### config.mk
export PLATFORM = sky130hd
export DESIGN_NAME = bus_timer
export DESIGN_NICKNAME = d
export VERILOG_FILES = /design/src/rtl/bus_pkg.sv /design/src/rtl/timer_prescaler.sv /design/src/rtl/bus_timer.sv
export SDC_FILE = /design/constraint.sdc
export NUM_CORES = 1
export LEC_CHECK = 0
export BUFFER_PORTS_ARGS = -buffer_cell sky130_fd_sc_hd__buf_2
export CAP_MARGIN = 20
export CORE_ASPECT_RATIO = 1.4
export CORE_MARGIN = 5
export CORE_UTILIZATION = 45
export CTS_CLUSTER_SIZE = 12
export DETAILED_ROUTE_END_ITERATION = 10
export GPL_ROUTABILITY_DRIVEN = 0
export GPL_TIMING_DRIVEN = 1
export HOLD_SLACK_MARGIN = 0.15
export PLACE_DENSITY = 0.66
export SLEW_MARGIN = 10
export SYNTH_ARGS = -nofsm -noshare
export SYNTH_HDL_FRONTEND = slang
export SYNTH_SLANG_ARGS = --single-unit
### constraint.sdc
create_clock -name i_clk -period 2.9 [get_ports i_clk]
set_input_delay 0.145 -clock i_clk [delete_from_list [all_inputs] [get_ports i_clk]]
set_output_delay 0.145 -clock i_clk [all_outputs]
set_load 0.02 [all_outputs]
### src/rtl/bus_pkg.sv
// bus_pkg: definitions shared by every responder on the simple CE/WE bus.
// Holds the word offsets for the timer register map, the CTRL and STATUS bit
// positions, the access-size (HB) encodings, and helpers that turn an access
// size plus address into byte enables and merge write data into a register.
package bus_pkg;

    // Word offsets, taken from address bits [4:2].
    localparam logic [2:0] OFF_CTRL     = 3'd0;
    localparam logic [2:0] OFF_PRESCALE = 3'd1;
    localparam logic [2:0] OFF_COUNT    = 3'd2;
    localparam logic [2:0] OFF_COMPARE  = 3'd3;
    localparam logic [2:0] OFF_STATUS   = 3'd4;

    // CTRL bit positions.
    localparam int CTRL_EN_BIT          = 0;
    localparam int CTRL_AUTO_RELOAD_BIT = 1;
    localparam int CTRL_IRQ_EN_BIT      = 2;
    localparam int CTRL_WIDTH           = 3;

    // STATUS bit positions.
    localparam int STATUS_MATCH_BIT = 0;

    // Access size encodings carried on the HB field.
    typedef enum logic [1:0] {
        HB_BYTE     = 2'b00,
        HB_HALF     = 2'b01,
        HB_WORD     = 2'b10,
        HB_WORD_ALT = 2'b11   // decoded exactly like HB_WORD
    } bus_hb_e;

    // Byte enables for an access of size hb at byte offset addr_lo.
    function automatic logic [3:0] byte_enables(input logic [1:0] hb,
                                                input logic [1:0] addr_lo);
        logic [3:0] be;
        case (hb)
            HB_BYTE: be = 4'b0001 << addr_lo;
            HB_HALF: be = addr_lo[1] ? 4'b1100 : 4'b0011;
            default: be = 4'b1111;
        endcase
        return be;
    endfunction

    // Replace the enabled byte lanes of old_word with the matching lanes of wdata.
    function automatic logic [31:0] merge_lanes(input logic [31:0] old_word,
                                                input logic [31:0] wdata,
                                                input logic [3:0]  be);
        logic [31:0] m;
        for (int i = 0; i < 4; i++) begin
            m[8*i +: 8] = be[i] ? wdata[8*i +: 8] : old_word[8*i +: 8];
        end
        return m;
    endfunction

endpackage

### src/rtl/timer_prescaler.sv
// timer_prescaler: divides the clock by (limit + 1) while enabled.
// Ports:
//   clk     - clock, all state changes on the rising edge
//   rst_n   - asynchronous active-low reset
//   en      - count enable; when low the counter is held at 0
//   restart - forces the counter back to 0 (used when the divisor is rewritten)
//   limit   - terminal value; the counter runs 0..limit
//   tick    - high for one cycle each time the counter sits at limit while enabled
module timer_prescaler (
    input  logic        clk,
    input  logic        rst_n,
    input  logic        en,
    input  logic        restart,
    input  logic [15:0] limit,
    output logic        tick
);

    logic [15:0] cnt;

    // tick is combinational so the consumer acts on it in the same cycle the
    // counter reaches limit; a limit of 0 therefore ticks every enabled cycle.
    assign tick = en && (cnt == limit);

    always_ff @(posedge clk or negedge rst_n) begin
        if (!rst_n) begin
            cnt <= '0;
        end else if (!en || restart || tick) begin
            cnt <= '0;
        end else begin
            cnt <= cnt + 16'd1;
        end
    end

endmodule

### src/rtl/bus_timer.sv
// bus_timer: memory-mapped 32-bit timer with prescaler, compare match and IRQ.
// Register map (word offset = i_BUS_ADDR[4:2]):
//   0 CTRL     bit0 EN, bit1 AUTO_RELOAD, bit2 IRQ_EN
//   1 PRESCALE [15:0] clock divisor minus one
//   2 COUNT    32-bit counter, advanced on each prescaler tick
//   3 COMPARE  32-bit match value (resets to all ones)
//   4 STATUS   bit0 MATCH, sticky, write 1 to clear
//   5..7       read 0, writes ignored
// Ports:
//   i_clk, i_rst_n   - clock and asynchronous active-low reset
//   i_BUS_CE         - an access is presented this cycle
//   i_BUS_WE         - 1 write, 0 read
//   i_BUS_ADDR       - byte address, bits [4:0] decoded
//   i_BUS_WDATA      - write data in natural byte lanes
//   i_BUS_HB         - access size (byte, halfword, word)
//   o_BUS_RDATA      - registered read data
//   o_IRQ            - registered level interrupt, MATCH & IRQ_EN
//
// Bus access semantics: a transfer is presented and accepted in every cycle
// where i_BUS_CE=1; the responder has no wait states, so it is always ready.
// A write takes effect at the clock edge that ends the cycle. A read returns
// the full aligned word on o_BUS_RDATA after that edge and the value holds
// until the next read. With i_BUS_CE=0 the bus inputs are ignored.
module bus_timer
    import bus_pkg::*;
#(
    parameter int BASE_SLOT = 0
) (
    input  logic        i_clk,
    input  logic        i_rst_n,
    input  logic        i_BUS_CE,
    input  logic        i_BUS_WE,
    input  logic [31:0] i_BUS_ADDR,
    input  logic [31:0] i_BUS_WDATA,
    input  logic [1:0]  i_BUS_HB,
    output logic [31:0] o_BUS_RDATA,
    output logic        o_IRQ
);

    // BASE_SLOT only records which chip-enable line selects this block.
    localparam int unused_base_slot = BASE_SLOT;

    logic                  unused_addr_hi;
    assign unused_addr_hi = ^i_BUS_ADDR[31:5];

    logic [CTRL_WIDTH-1:0] ctrl;
    logic [15:0]           prescale;
    logic [31:0]           count;
    logic [31:0]           compare;
    logic                  match;
    logic                  tick;

    logic [2:0]  offset;
    logic        wr_en;
    logic        rd_en;
    logic        wr_ctrl;
    logic        wr_prescale;
    logic        wr_count;
    logic        wr_compare;
    logic        wr_status;
    logic [3:0]  be;
    logic [31:0] cur_word;
    logic [31:0] wr_word;
    logic        match_evt;
    logic        match_clr;

    assign offset      = i_BUS_ADDR[4:2];
    assign wr_en       = i_BUS_CE && i_BUS_WE;
    assign rd_en       = i_BUS_CE && !i_BUS_WE;
    assign wr_ctrl     = wr_en && (offset == OFF_CTRL);
    assign wr_prescale = wr_en && (offset == OFF_PRESCALE);
    assign wr_count    = wr_en && (offset == OFF_COUNT);
    assign wr_compare  = wr_en && (offset == OFF_COMPARE);
    assign wr_status   = wr_en && (offset == OFF_STATUS);
    assign be          = byte_enables(i_BUS_HB, i_BUS_ADDR[1:0]);

    // Current contents of the addressed register; feeds both the read path
    // and the byte-lane merge for writes.
    always_comb begin
        cur_word = '0;
        case (offset)
            OFF_CTRL:     cur_word = {{(32-CTRL_WIDTH){1'b0}}, ctrl};
            OFF_PRESCALE: cur_word = {16'd0, prescale};
            OFF_COUNT:    cur_word = count;
            OFF_COMPARE:  cur_word = compare;
            OFF_STATUS:   cur_word[STATUS_MATCH_BIT] = match;
            default:      cur_word = '0;
        endcase
    end

    assign wr_word = merge_lanes(cur_word, i_BUS_WDATA, be);

    // The match comparison uses COUNT as it stands before this edge.
    assign match_evt = tick && (count == compare);
    // MATCH sits in byte lane 0, so only accesses that enable lane 0 clear it.
    assign match_clr = wr_status && be[0] && i_BUS_WDATA[STATUS_MATCH_BIT];

    timer_prescaler u_prescaler (
        .clk     (i_clk),
        .rst_n   (i_rst_n),
        .en      (ctrl[CTRL_EN_BIT]),
        .restart (wr_prescale),
        .limit   (prescale),
        .tick    (tick)
    );

    // Configuration registers.
    always_ff @(posedge i_clk or negedge i_rst_n) begin
        if (!i_rst_n) begin
            ctrl     <= '0;
            prescale <= '0;
            compare  <= 32'hFFFF_FFFF;
        end else begin
            if (wr_ctrl) begin
                ctrl <= wr_word[CTRL_WIDTH-1:0];
            end
            if (wr_prescale) begin
                prescale <= wr_word[15:0];
            end
            if (wr_compare) begin
                compare <= wr_word;
            end
        end
    end

    // COUNT: a bus write wins over a tick in the same cycle.
    always_ff @(posedge i_clk or negedge i_rst_n) begin
        if (!i_rst_n) begin
            count <= '0;
        end else if (wr_count) begin
            count <= wr_word;
        end else if (tick) begin
            if (match_evt && ctrl[CTRL_AUTO_RELOAD_BIT]) begin
                count <= '0;
            end else begin
                count <= count + 32'd1;
            end
        end
    end

    // MATCH: a hardware set wins over a simultaneous write-1-to-clear.
    always_ff @(posedge i_clk or negedge i_rst_n) begin
        if (!i_rst_n) begin
            match <= 1'b0;
        end else if (match_evt) begin
            match <= 1'b1;
        end else if (match_clr) begin
            match <= 1'b0;
        end
    end

    // Registered outputs.
    always_ff @(posedge i_clk or negedge i_rst_n) begin
        if (!i_rst_n) begin
            o_BUS_RDATA <= '0;
            o_IRQ       <= 1'b0;
        end else begin
            if (rd_en) begin
                o_BUS_RDATA <= cur_word;
            end
            o_IRQ <= match && ctrl[CTRL_IRQ_EN_BIT];
        end
    end

endmodule

[After elaboration in Yosys (flattened, before gate mapping)]
Cells that the tools add are included.
Cells by class
  $add $sub $neg: 2
  equality and inequality tests: 7
  shift-type cells: 1
  multiplexer cells: 14
  reduce and logical (&&, ||, !) cells: 21
Operators by type and width (number)
  $pmux 31 s4: 1
  $mux 32: 3
  $add 32x1->32 const B: 1
  $eq 32x32->1: 1
  $mux 8: 4
  $add 16x1->16 const B: 1
  $eq 16x16->1: 1
  $mux 16: 1
  $logic_and 1x1->1: 13
  $pmux 4 s2: 1
  $eq 3x2->1 const B: 2
  $pmux 1 s5: 1
  $mux 4: 1
  $reduce_bool 2->1: 2
  $shl 1x2->4 const A: 1
  $eq 3x1->1 const B: 1
  $eq 3x3->1 const B: 1
  $logic_not 3->1: 1
  $eq 2x1->1 const B: 1
  $logic_not 1->1: 2
  $logic_not 2->1: 1
  $logic_or 1x1->1: 2
  $mux 1: 2
Word-level totals
  flip-flop bits (word level): 133
  input bits: 70
  output and inout bits: 33
  word-level logic and storage cells: 53

[Depth between registers and ports, before layout]
Gate-level depths: netlist of run 1.
  depth after elaboration: 7
  gate-level depth with buffers: 9
  depth with buffers taken out: 7

[Cells and area by module]
From an unflattened synthesis of run 1, not the netlist that was laid out.
Unflattened totals
  cells, all modules: 863
  area, all modules: 7533.5 um2
Modules (own cells, without submodules)
  bus_timer: instances 1, cells an instance 764, area each 6592.6 um2, seq. area each 2967.8 um2
  timer_prescaler: instances 1, cells an instance 99, area each 940.9 um2, seq. area each 400.4 um2

[Worst setup path before layout of run 1]
Ideal clock, no wire load.
  kind: flip-flop to flip-flop
  start: reg u_prescaler.cnt[2]
  end: reg count[26]
  setup time: 0.126 ns
  arrival time: 2.079 ns
  required time: 2.774 ns
  slack: 0.695 ns
  stages on the path, launching flop included: 8
  path buffers: 1
  period minus slack after synthesis: 2.205 ns
  cells stage by stage: dfrtp_1 -> xnor2_1 -> nand4_1 -> or2_4 -> or4_4 -> buf_6 -> a22o_1 -> a221o_1
Between the ends
  word-level cells in the longest chain between the ends: 7
  elaborated cells between the ends (all ways): 8
  those cells by class: eq/ne (1); mux (3); reduce/logical (4)
RTL lines
  from (decl): RTL line timer_prescaler.sv:18  | logic [15:0] cnt;
  from (signal assigned): RTL line timer_prescaler.sv:30  | cnt <= cnt + 16'd1;
  $eq 16x16->1 (*): RTL line timer_prescaler.sv:22  | assign tick = en && (cnt == limit);
  $logic_and 1x1->1 (*): RTL line timer_prescaler.sv:22
  $logic_and 1x1->1: RTL line bus_timer.sv:94  | assign match_evt = tick && (count == compare);
  $logic_and 1x1->1: RTL line bus_timer.sv:133  | if (match_evt && ctrl[CTRL_AUTO_RELOAD_BIT]) begin
  $mux 32: RTL line bus_timer.sv:133
  $mux 32: RTL line bus_timer.sv:132  | end else if (tick) begin
  $mux 32: RTL line bus_timer.sv:130  | end else if (wr_count) begin
  to (signal assigned): RTL line bus_timer.sv:131  | count <= wr_word;
  to (signal assigned): RTL line bus_timer.sv:136  | count <= count + 32'd1;
  to (decl): RTL line bus_timer.sv:48  | logic [31:0] count;
Mark *: on every way between the ends. The rest lies on a longest branch, timed or not. The select of a mux whose other input is x is not followed.
A chain may end at the register's enable or synchronous reset.

[Worst setup path in the final report of run 1]
  start: reg u_prescaler.cnt[11]
  end: reg count[24]
The elaborated chain is that of the path after synthesis.

==> metrics.md, run 1 <==
| Metric | Value |
|---|---|
| Syn avg cell area | 9.354 um2 |
| #FFs+latches synth | around 130 |
| CTS Buf Count | 17 |
| I/O pin cnt | 103 |
| Cells after Synth | 845 |
| Residual DRC | 0 |
| Post-CTS sizing | 0 |
| CP max stage delay | 0.43 ns |
| # setup viols final | 0 |
| Final worst path period share | 87.34% |
| Detailed Place HPWL | between 15000 and 20000 um |
| Rows | 57 |
| Clock sink count | 133 |
| Register area share after synthesis | 42.62% |
| Clock slew at reported path FFs | 0.06 ns |
| Slew margin rel. | 39.30% |
| ANT cells | 0 |
| Unique masters post-synth | 63 |
| Initial Util | 45.61% |
| Total GRT Usage | 22.82% |
| CP Data Arrival Time | 2.84 ns |
| Worst Path Buf+Inv | 0 |
| Fillers | 1592 |
| Vias | 6826 |
| Die W | around 120 um |
| CTS tree | done |
| Crit path max fanout | 7 |
| Synth area leaders | dfrtp_1 (32%), dfstp_2 (11%), mux2i_1 (7.3%) |
| Drt wl/cell | 18.85 um |
| Layout cells sized above 1 | 23.84% |
| Initial antenna violation count | 0 |
| Req. time, crit path | 3.21 ns |
| Clock Skews | 0.007318 ns |
| Area Overhead vs Synth | 20.14% |
| Share of the synthesized area in the top cell type | 31.98% |
| Critical path's top delay family | simple AND/OR/NAND/NOR gates |
| Mapped Area | around 0.0079 mm2 |
| Startpoint types | register |
| Largest net degree at the start of global routing | 56 |
| Full die area | 0.02035 mm2 |
| Worst-skew pair later-pin latency | 0.43 ns |
| Setup WS post-layout | 0.3672 ns |
| Commonest non-fill, non-tap cell in the layout | dfrtp_1 |
| Vias in the first global route | 6819 |
| DP Worst Slack | just over 0.4 ns |
| R2R Setup Slk | roughly 0.37 ns |
| Slew @ Worst Pin | between 0.9 and 1 ns |
| Synth Net Count | between 900 and 1000 |
| Endpoint class of the critical path | register |
| Synth Flop Type | dfrtp_1 |
| Core Footprint | roughly 0.017 mm2 |
| Iteration-0 DRC Markers | 578 |
| Root buffer cell | clkbuf_16 |
| Final min period | 2.533 ns |
| Die Ht | about 170 um |
| H-tree depth | 4 |
| First-pass iteration count of the detailed router | 7 |
| Cell taking the most area after synthesis | dfrtp_1 |
| Maxcap violations | 0 |
| Nets | 1011 |
| Yosys warns | 0 |
| Critical-path cell list | xnor2_1 > nand3_1 > or3_1 > or2_0 > a31oi_1 > or3b_1 |
| Worst-path cell with the longest stage delay | dfrtp_1 |
| PD cells | 629.4 mW/mm2 |
| RSZ-0062 raised after global routing | false |
| Bufs on Longest Clock Path | 2 |
| Fin Setup TNS | 0 ns |
| Leak | 4.053 nW |
| Most frequent cells in the layout | dfrtp_1 (101), nor2_1 (88), buf_2 (74) |
| Ys async rst share | 100.0% |
| Final Slew Violations | 0 |
| CP Class | reg2reg |
| Peak supply drop | 0.2821 mV |
| Global-route wire length before repair | approximately 36000 um |
| GR Overflow Total | 0 |
| Routed WL | 22390 um |
| Number of synthesized flops with an enable pin | 0 |
| Via/cell ratio | between 5 and 6 |
| Final Hold Fails | 0 |
| Run status | finished, final reports clean |
| Hold crit path type | in2reg |
| Post-route ant nets | 0 |
| Max frequency | 394.8 MHz |
| Port bufs | 75 |
==> final timing paths <==
kind / start / end / depth (start not counted)
setup / recovery: u_prescaler.cnt[11]$_DFF_PN0_ / count[24]$_DFFE_PN0P_ / 6
min in group asynchronous: i_rst_n / o_BUS_RDATA[6]$_DFFE_PN0P_ / 2
max in group asynchronous: i_rst_n / compare[9]$_DFFE_PN1P_ / 3
hold reg to reg: o_BUS_RDATA[2]$_DFFE_PN0P_ / o_BUS_RDATA[2]$_DFFE_PN0P_ / 2
hold / removal: i_BUS_WDATA[14] / compare[14]$_DFFE_PN1P_ / 4
setup reg to reg: u_prescaler.cnt[11]$_DFF_PN0_ / count[24]$_DFFE_PN0P_ / 6
==> metal layers <==
layer / vias to the layer above / track usage, % / part of all wire, %
li1: 3249 / - / -
met1: 3333 / 27.26 / 39
met2: 194 / 40.23 / 53
met3: 50 / 3.799 / 4.2
met4: 0 / 9.410 / 3.4
met5: - / 0 / 0
==> cell usage after synthesis (7+ instances only) <==
master	n
dfrtp_1	101
nor2_1	88
nand2_1	72
mux2i_1	58
xnor2_1	54
o21ai_0	50
clkbuf_1	47
a21oi_1	41
nand3_1	39
mux2_2	34
dfstp_2	32
nand4_1	26
a31oi_1	24
and3_1	16
a211oi_1	14
and2_1	12
buf_2	11
inv_1	8
xor2_1	8
a22oi_1	7
o211ai_1	7
==> kinds of logic (layout without fill, tap and decap cells) <==
logic type | after synthesis | after routing | synth area share [%]
AO/OA/AOI/OAI | 177 | 177 | 14.06
XOR/XNOR | 62 | 62 | 6.870
adder cells (fa/ha/maj) | 2 | 2 | 0.3166
buffers and inverters | 75 | 182 | 4.005
flip-flops | 133 | 133 | 42.62
multiplexers | 94 | 94 | 12.76
AND/OR/NAND/NOR | 302 | 302 | 19.38
==> worst min-delay path, cell delays in order <==
cell,delay (ns)
buf_2,0.10
mux2i_1,0.11
buf_4,0.15
o21ai_0,0.07
==> stage by stage <==
step	utilization (%)	std cells	hold slack (ns)	area (um2)	total power, mW
6_report	54.79	1188	0.1593	9495	5.977
4_1_cts	54.79	1188	0.1551	9495	6.012
3_3_place_gp	49.90	1129	0.1326	8648	3.843
2_1_floorplan	-	845	-0.1506	7904	3.385
3_5_place_dp	49.90	1129	0.1348	8648	3.872
5_1_grt	54.79	1188	0.1901	9495	6.269
==> state kept, by name (all words and copies together) (netlist names) <==
register         flops
compare             32
count               32
ctrl                 3
match                1
o_BUS_RDATA         32
o_IRQ                1
prescale            16
u_prescaler.cnt     16
==> repair_timing <==
item                      in CTS  in global routing
buffers inserted               0                  0
hold buffers                  27                  0
hold endpoints to repair     139                  0
==> area by class of cell <==
class	count	area (um2)	area share [%]
clock buffers	25	505.5	5.323
clock inverters	7	71.32	0.7511
inverters	8	30.03	0.3162
multi-input cells	637	4235	44.60
flip-flops and latches	133	3368	35.47
well taps	236	295.3	3.110
repair buffers	142	989.7	10.42
==> where the power goes <==
group          switching (mW)  total (mW)  internal (mW)
Clock                   0.815        2.11           1.29
Combinational           0.773        1.37          0.600
Sequential              0.298        2.50           2.20
Total                    1.89        5.98           4.09
No activity file was read; power rests on OpenSTA's default activity.
==> run 2: changes to the inputs <==
Settings changed: BUFFER_PORTS_ARGS -buffer_cell sky130_fd_sc_hd__buf_2 to unset, CTS_BUF_LIST set to sky130_fd_sc_hd__clkbuf_16, DONT_BUFFER_PORTS set to 1, PLACE_DENSITY 0.66 to 0.61.
==> metrics.md, run 2 (synthesized netlist as in run 1, its figures left out) <==
| Metric | Value |
|---|---|
| Final worst path period share | between 80% and 90% |
| Crit path max fanout | 15 |
| Fin Setup TNS | 0 ns |
| CP max stage delay | 0.59 ns |
| Endpoint class of the critical path | register |
| Final Slew Violations | 0 |
| Peak supply drop | between 0.3 and 0.4 mV |
| Drt wl/cell | around 20 um |
| First-pass iteration count of the detailed router | 5 |
| Max frequency | between 300 and 400 MHz |
| Failing checks | hold timing |
| Largest net degree at the start of global routing | about 130 |
| CP most frequent cell | a21oi_1 |
| H-tree depth | 4 |
| Post-route ant nets | 0 |
| # setup viols final | 0 |
| Worst Path Buf+Inv | 1 |
| Maxcap violations | 0 |
| Hold crit path type | in2async |
| Total Power | slightly below 6 mW |
| Nets | approximately 940 |
| Met3 WL | ~1200 um |
| Initial antenna violation count | 0 |
| Met2 WL | 11560 um |
| Slew @ Worst Pin | around 0.9 ns |
| Routed met1 length | 8725 um |
| Worst-path cell with the longest stage delay | dfrtp_1 |
| Vias | 6627 |
| Final min period | roughly 2.6 ns |
| Full die area | 0.02035 mm2 |
| Port bufs | 0 |
| Req. time, crit path | 3.20 ns |
| Leak | 3.680 nW |
| Clock slew at reported path FFs | 0.06 ns |
| Layout cells sized above 1 | 16.42% |
| Critical path's top delay family | flip-flops |
| Clock Skews | 0.008373 ns |
| Slew margin rel. | 39.95% |
| Worst-skew pair later-pin latency | roughly 0.42 ns |
| Detailed Place HPWL | between 15000 and 20000 um |
| Via/cell ratio | 5.954 |
| Bufs on Longest Clock Path | 2 |
| GR Overflow Total | 0 |
| CP Class | reg2reg |
| Final hold slack | -0.5821 ns |
| Initial Util | 45.61% |
| Clock sink count | 133 |
| Core Footprint | 0.01733 mm2 |
| PD cells | 639.3 mW/mm2 |
| Startpoint types | register |
| ANT cells | 0 |
| CP Data Arrival Time | 2.86 ns |
| CTS Buf Count | 17 |
| Die Ht | 166.8 um |
| Root buffer cell | clkbuf_16 |
| CTS tree | done |
| Rows | 57 |
| Most frequent cells in the layout | dfrtp_1 (101), nor2_1 (88), nand2_1 (71) |
| Residual DRC | 0 |
| RSZ-0062 raised after global routing | false |
| I/O pin cnt | 103 |
| Run status | complete, but fails checks |
| Top Registers | compare (32), count (32), o_BUS_RDATA (32) |
| Iteration-0 DRC Markers | 550 |
| Critical-path cell list | mux4_2 > nand2b_1 > nor2_1 > a21oi_1 > a21oi_1 > dlygate4sd3_1 |
| Die W | 122.0 um |
| Total GRT Usage | between 20% and 30% |
| Final Hold Fails | 133 |
| Routed WL | between 20000 and 25000 um |
| Post-CTS sizing | 0 |
| Global-route wire length before repair | 36650 um |
| Area Overhead vs Synth | 15.02% |
| Vias in the first global route | between 6000 and 7000 |
| Commonest non-fill, non-tap cell in the layout | dfrtp_1 |
| Top Layer Used | met4 |
-- run 2: cell types whose count changed in the layout (fill, tap and decap cells not counted) --
cell,change
buf_2,-74
clkinv_1,+1
buf_12,-2
clkbuf_1,-3
inv_6,+4
clkinv_2,-1
dlygate4sd3_1,+9
buf_6,-1
clkinvlp_4,+3
inv_1,+1
clkbuf_8,-5
buf_4,-7
-- run 2: area by class of cell --
type,count,area (um2)
Timing Repair Buffer,67,605.6
Inverter,8,30.03
Fill cell,1532,8239
Tap cell,236,295.3
Clock inverter,15,131.4
Sequential cell,133,3368
Multi-Input combinational cell,637,4235
Clock buffer,17,425.4
-- run 2: what timing repair did --
action | in CTS | in global routing
buffers inserted | 0 | 0
hold buffers | 36 | 1
hold endpoints to repair | 236 | 134
-- run 2: path summary, 6_finish.rpt --
check / start / end / slack [ns] / depth (start not counted)
worst max-delay path: ctrl[1]$_DFFE_PN0P_ / ctrl[1]$_DFFE_PN0P_ / 0.34 / 6
worst min-delay path: i_rst_n / o_BUS_RDATA[6]$_DFFE_PN0P_ / -0.58 / 0
worst max register to register: ctrl[1]$_DFFE_PN0P_ / ctrl[1]$_DFFE_PN0P_ / 0.34 / 6
worst min register to register: compare[26]$_DFFE_PN1P_ / compare[26]$_DFFE_PN1P_ / 0.50 / 2
max in group asynchronous: i_rst_n / compare[10]$_DFFE_PN1P_ / 3.17 / 0
min in group i_clk: i_BUS_ADDR[2] / o_BUS_RDATA[2]$_DFFE_PN0P_ / 0.16 / 3
-- run 2: per-layer routing --
| layer | up-vias | global-route usage (%) |
|---|---|---|
| li1 | 3101 | - |
| met1 | 3186 | 26.77 |
| met2 | 264 | 38.62 |
| met3 | 76 | 4.240 |
| met4 | 0 | 14.43 |
| met5 | - | 0 |
-- run 2: through the flow --
stage                     std cells  hold slack [ns]  utilization (%)  setup WS (ns)  area (um2)
after CTS                      1112          -0.5933            52.40         0.3586        9081
after floorplan                 845          -0.1506                -         0.6952        7904
final                          1113          -0.5821            52.46         0.3405        9091
after global placement         1044          -0.1463            47.05         0.3900        8154
after detailed placement       1044          -0.1461            47.05         0.3955        8154
after global routing           1113          -0.5973            52.46         0.1845        9091
-- run 2: where the power goes --
| part | switching (mW) | internal, mW | leakage [nW] |
|---|---|---|---|
| Clock | 0.882 | 1.18 | 0.258 |
| Sequential | 0.411 | 2.20 | 1.53 |
| Combinational | 0.600 | 0.538 | 1.89 |
